**config.mk**
```make
export PLATFORM = sky130hd
export DESIGN_NAME = if_prefetch
export DESIGN_NICKNAME = d
export VERILOG_FILES = /design/src/rtl/if_prefetch.sv
export SDC_FILE = /design/constraint.sdc
export NUM_CORES = 1
export LEC_CHECK = 0
export ABC_AREA = 1
export CORE_ASPECT_RATIO = 0.5
export CORE_MARGIN = 2
export CORE_UTILIZATION = 55
export CTS_BUF_LIST = sky130_fd_sc_hd__clkbuf_2
export DETAILED_ROUTE_END_ITERATION = 8
export DONT_BUFFER_PORTS = 1
export GPL_TIMING_DRIVEN = 1
export PLACE_DENSITY = 0.73
export SYNTH_ARGS = -nofsm -noshare
export SYNTH_HDL_FRONTEND = slang
export SYNTH_SLANG_ARGS = --single-unit
export TNS_END_PERCENT = 20
```
**constraint.sdc**
```tcl
create_clock -name clk -period 5.73 [get_ports clk]
set_input_delay 0.2865 -clock clk [delete_from_list [all_inputs] [get_ports clk]]
set_output_delay 0.2865 -clock clk [all_outputs]
set_load 0.05 [all_outputs]
```
**src/rtl/if_prefetch.sv**
```systemverilog
// if_prefetch: instruction-fetch stage with a DEPTH-entry prefetch queue.
// Owns the PC, issues reads to a one-cycle-latency instruction memory, and
// buffers {instr, pc} pairs for decode behind a valid/ready handshake.
// Taken branches and reset flush the queue and any in-flight read.
module if_prefetch #(
  parameter int ARQ              = 16,
  parameter int MEMORY_ADDR_SIZE = 6,
  parameter int DEPTH            = 4,
  parameter logic [MEMORY_ADDR_SIZE-1:0] RESET_ADDR = '0
) (
  input  logic                          clk,
  input  logic                          rst,
  input  logic                          fetch_en,
  input  logic                          branch_en,
  input  logic [MEMORY_ADDR_SIZE-1:0]   branch_addr,
  output logic                          mem_rd,
  output logic [MEMORY_ADDR_SIZE-1:0]   mem_addr,
  input  logic [ARQ-1:0]                mem_data,
  output logic [ARQ-1:0]                instr,
  output logic [MEMORY_ADDR_SIZE-1:0]   instr_pc,
  output logic                          instr_valid,
  input  logic                          instr_ready,
  output logic [$clog2(DEPTH):0]        fifo_count
);

  localparam int PW = $clog2(DEPTH);
  localparam int CW = PW + 1;
  localparam logic [CW:0] DEPTH_W = (CW+1)'(DEPTH);

  logic [MEMORY_ADDR_SIZE-1:0] fetch_pc;
  logic                        inflight;
  logic [MEMORY_ADDR_SIZE-1:0] inflight_tag;
  logic [PW-1:0]               rd_ptr;
  logic [PW-1:0]               wr_ptr;
  logic [CW-1:0]               count;

  logic [ARQ-1:0]              fifo_instr [DEPTH];
  logic [MEMORY_ADDR_SIZE-1:0] fifo_pc    [DEPTH];

  logic [CW:0] occupancy;
  logic        credit_ok;
  logic        issue;
  logic        push;
  logic        pop;

  // A read is only issued when the queue is guaranteed a free slot for it,
  // counting the word still in flight, so the FIFO can never overflow.
  always_comb begin
    occupancy = {1'b0, count} + {{CW{1'b0}}, inflight};
    credit_ok = occupancy < DEPTH_W;
    issue     = fetch_en & ~branch_en & ~rst & credit_ok;
    push      = inflight & ~branch_en & ~rst;
    pop       = (count != '0) & instr_ready & ~branch_en & ~rst;
  end

  assign mem_rd      = issue;
  assign mem_addr    = fetch_pc;
  assign instr       = fifo_instr[rd_ptr];
  assign instr_pc    = fifo_pc[rd_ptr];
  assign instr_valid = (count != '0);
  assign fifo_count  = count;

  // PC, in-flight tracking and queue bookkeeping; reset and branch both flush.
  always_ff @(posedge clk) begin
    if (rst) begin
      fetch_pc     <= RESET_ADDR;
      inflight     <= 1'b0;
      inflight_tag <= '0;
      rd_ptr       <= '0;
      wr_ptr       <= '0;
      count        <= '0;
    end else if (branch_en) begin
      fetch_pc <= branch_addr;
      inflight <= 1'b0;
      rd_ptr   <= '0;
      wr_ptr   <= '0;
      count    <= '0;
    end else begin
      inflight <= issue;
      if (issue) begin
        fetch_pc     <= fetch_pc + MEMORY_ADDR_SIZE'(1);
        inflight_tag <= fetch_pc;
      end
      if (push) begin
        wr_ptr <= wr_ptr + PW'(1);
      end
      if (pop) begin
        rd_ptr <= rd_ptr + PW'(1);
      end
      case ({push, pop})
        2'b10:   count <= count + CW'(1);
        2'b01:   count <= count - CW'(1);
        default: count <= count;
      endcase
    end
  end

  // Queue storage: the returning word is stored with the PC that fetched it.
  always_ff @(posedge clk) begin
    if (push) begin
      fifo_instr[wr_ptr] <= mem_data;
      fifo_pc[wr_ptr]    <= inflight_tag;
    end
  end

endmodule
```
==> results.json <==
{
  "synth_flop_cell": "edfxtp_1",
  "synth.distinct_cells": 26,
  "yosysMostFrequentCell": "edfxtp_1",
  "slowest_delay_ns": 0.92,
  "synth_top_cells_by_count": "edfxtp_1, nor2_1, o21ai_0",
  "grt_max_degree": 46,
  "rsz0062_at_grt": "no",
  "dp_hpwl_microns": 4690,
  "drc": 0,
  "die_width_microns": 130,
  "row_count": 22,
  "diodes": 0,
  "drt-initial-drc-count": 151,
  "cp_max_fo": 45,
  "slew_viol_final": 0,
  "crit_required_ns": 5.44,
  "slew_headroom": 0.199,
  "area_growth_pct": 11.4,
  "swShare": 0.215,
  "die_h_microns": 66.8,
  "cts_tree": "done",
  "drive_gt1_frac": 0.0814,
  "cts_buffer_depth": 2,
  "nNetsFinal": 423,
  "cts-root-buf": "clkbuf_2",
  "grt_usage": 0.200,
  "intPower_mw": 1.03,
  "vias": 2725,
  "hold_viol": 0,
  "max_freq_mhz": 286,
  "p_switching_uw": 283,
  "cts.sinks": 110,
  "synth-edff-count": 88,
  "synth_top_area_frac": 0.609,
  "clkLatencyLatePin_ns": 0.55,
  "layout_min_cycle_time_ns": 3.50,
  "wl_per_cell_microns": 15.7,
  "avgSynthCellArea_sq_um": 12.0,
  "p_leak_nw": 1.64,
  "yosys-top-cells-area": "edfxtp_1, dfxtp_1, o21ai_0",
  "coreArea_sq_um": 7490,
  "status": "finished clean",
  "combPwrFrac": 0.039,
  "numCtsBuffers": 9,
  "pre_cts_slack_ns": 2.83,
  "ir_drop_mv": 0.185,
  "grt_antenna_before_repair": 0,
  "synth_nets": 397,
  "end_kind": "output pin",
  "critPathBufInv": 2,
  "finalCritPeriodShare": 0.611,
  "clkTransAtPathRegs_ns": 0.26,
  "path_delay_family": "buffers and inverters",
  "routed_wl_microns": 7880,
  "floorplan.initialDensity": 0.580,
  "grt_first_pass_wirelength_microns": 12800,
  "hp-class": "input pin to register",
  "synth_seq_area_share": 0.710,
  "crit_type": "register to output pin",
  "setup_viol": 0,
  "tightest_slew_ns": 1.20,
  "htree_levels": 3,
  "synthCells": 363,
  "yosysWarnings": 0,
  "grt_pass1_vias": 2724,
  "firstDrtPassIters": 4,
  "grt_overflow": 0,
  "cpMaxStageDelayCell": "inv_1",
  "tns_ns": 0,
  "maxCapViolCount": 0,
  "finalClockSkew_ns": 0.0141,
  "cellPowerDensity_nw_per_um2": 271,
  "yosysTopAreaCell": "edfxtp_1",
  "power_frac_clock": 0.287,
  "avgViaCountPerCell": 5.44,
  "startpoint_type": "register",
  "async_reset_ff_frac": 0,
  "pin_count": 60,
  "seqPwrFrac": 0.674,
  "arrival_ns": 3.22,
  "fin_ws_ns": 2.23,
  "syn_area_sq_um": 4340,
  "ys_seq_elements": 110,
  "portBuffers": 0,
  "dieArea_sq_um": 8660,
  "ant_nets": 0,
  "gp_congestion": 0.750,
  "crit_path_cell_trace": "buf_4 > inv_1 > o21ai_0 > o22ai_1"
}
-- metrics by stage --
step | std cells | hold WS, ns | power (mW) | area [sq um] | util
6_report | 501 | 0.404 | 1.31 | 4830 | 0.646
2_1_floorplan | 363 | 0.385 | 0.928 | 4340 | -
4_1_cts | 501 | 0.356 | 1.32 | 4830 | 0.646
3_5_place_dp | 460 | 0.354 | 0.933 | 4440 | 0.593
5_1_grt | 501 | 0.324 | 1.37 | 4830 | 0.646
3_3_place_gp | 460 | 0.351 | 0.931 | 4440 | 0.593
-- power by group through the flow --
stage / Clock, mW / Combinational [mW] / Sequential (mW)
2_1_floorplan: 0 / 0.0299 / 0.898
3_3_place_gp: 0 / 0.0303 / 0.901
3_5_place_dp: 0 / 0.0313 / 0.901
4_1_cts: 0.385 / 0.0515 / 0.884
5_1_grt: 0.424 / 0.0565 / 0.886
6_report: 0.376 / 0.0515 / 0.884
-- metal layers --
layer | GRT usage | up-vias | share of wire
met5 | 0 | - | 0
met4 | 0.0726 | 0 | 0.014
met3 | 0.0715 | 12 | 0.070
met2 | 0.341 | 86 | 0.49
met1 | 0.239 | 1294 | 0.43
li1 | - | 1333 | -
-- worst register-to-register path, cell delays in order (launching register included) --
cell and delay, ns:
dfxtp_1 0.72, inv_1 0.19, nand3_1 0.49, nand2_1 0.17, nor2_2 0.17, ha_1 0.17, inv_1 0.07, fa_1 0.38
a21oi_1 0.14, o21ai_0 0.11, o21ai_0 0.16, a21oi_1 0.05
-- kinds of logic (layout without fill, tap and decap cells) --
group / after synthesis / in the layout / synth area share
and+or+nand+nor: 110 / 110 / 0.106
AOI/OAI and AO/OA: 92 / 92 / 0.116
DFF: 110 / 110 / 0.710
adders and majority gates: 7 / 7 / 0.0219
xor gates and xnor gates: 3 / 3 / 0.00605
buffers and inverters: 41 / 71 / 0.0403
-- final cells by class --
cell class                      count  area [sq um]
Clock buffer                        9          45.0
Clock inverter                      6          86.3
Fill cell                         584          2650
Inverter                           25          93.8
Multi-Input combinational cell    212          1090
Sequential cell                   110          3080
Tap cell                          108           135
Timing Repair Buffer               31           298
-- cell usage in the layout (no fill, tap or decap), drive strengths merged, types with 2 or more instances in the layout --
cell	netlist	routed
o22ai	22	22
clkbuf	9	9
o21ai	52	52
inv	25	26
dfxtp	22	22
nor2	64	64
a21oi	15	15
nand3	11	11
nand2	33	33
edfxtp	88	88
clkinv	0	2
dlygate4sd3	0	26
xnor2	2	2
bufinv	0	2
buf	7	5
nand4	2	2
ha	6	6
-- sequential cells by signal (all words and copies together) (netlist names), named ones only --
| register | cells |
|---|---|
| fifo_pc | 24 |
| rd_ptr | 2 |
| fifo_instr | 64 |
| inflight_tag | 6 |
| fifo_count | 3 |
| wr_ptr | 2 |
| inflight | 1 |
| mem_addr | 6 |
-- final timing paths --
check                                  start                    endpoint  slack [ns]  cells past startpoint
setup / recovery                    register                   instr[13]        2.23                      4
hold / removal                   mem_data[5]  fifo_instr[1][5]$_DFFE_PP_        0.40                      1
setup reg to reg  fifo_count[0]$_SDFFE_PP0P_  fifo_count[2]$_SDFFE_PP0P_        2.85                     11
hold reg to reg       rd_ptr[1]$_SDFFE_PP0P_      rd_ptr[1]$_SDFFE_PP0P_        0.52                      2
-- repair_timing --
item,4_1_cts,5_1_grt
resized for setup,0,0
hold endpoints to repair,86,0
setup buffers,0,0
hold buffers,26,0
setup endpoints to repair,0,0
(Power assumes the default switching activity.)
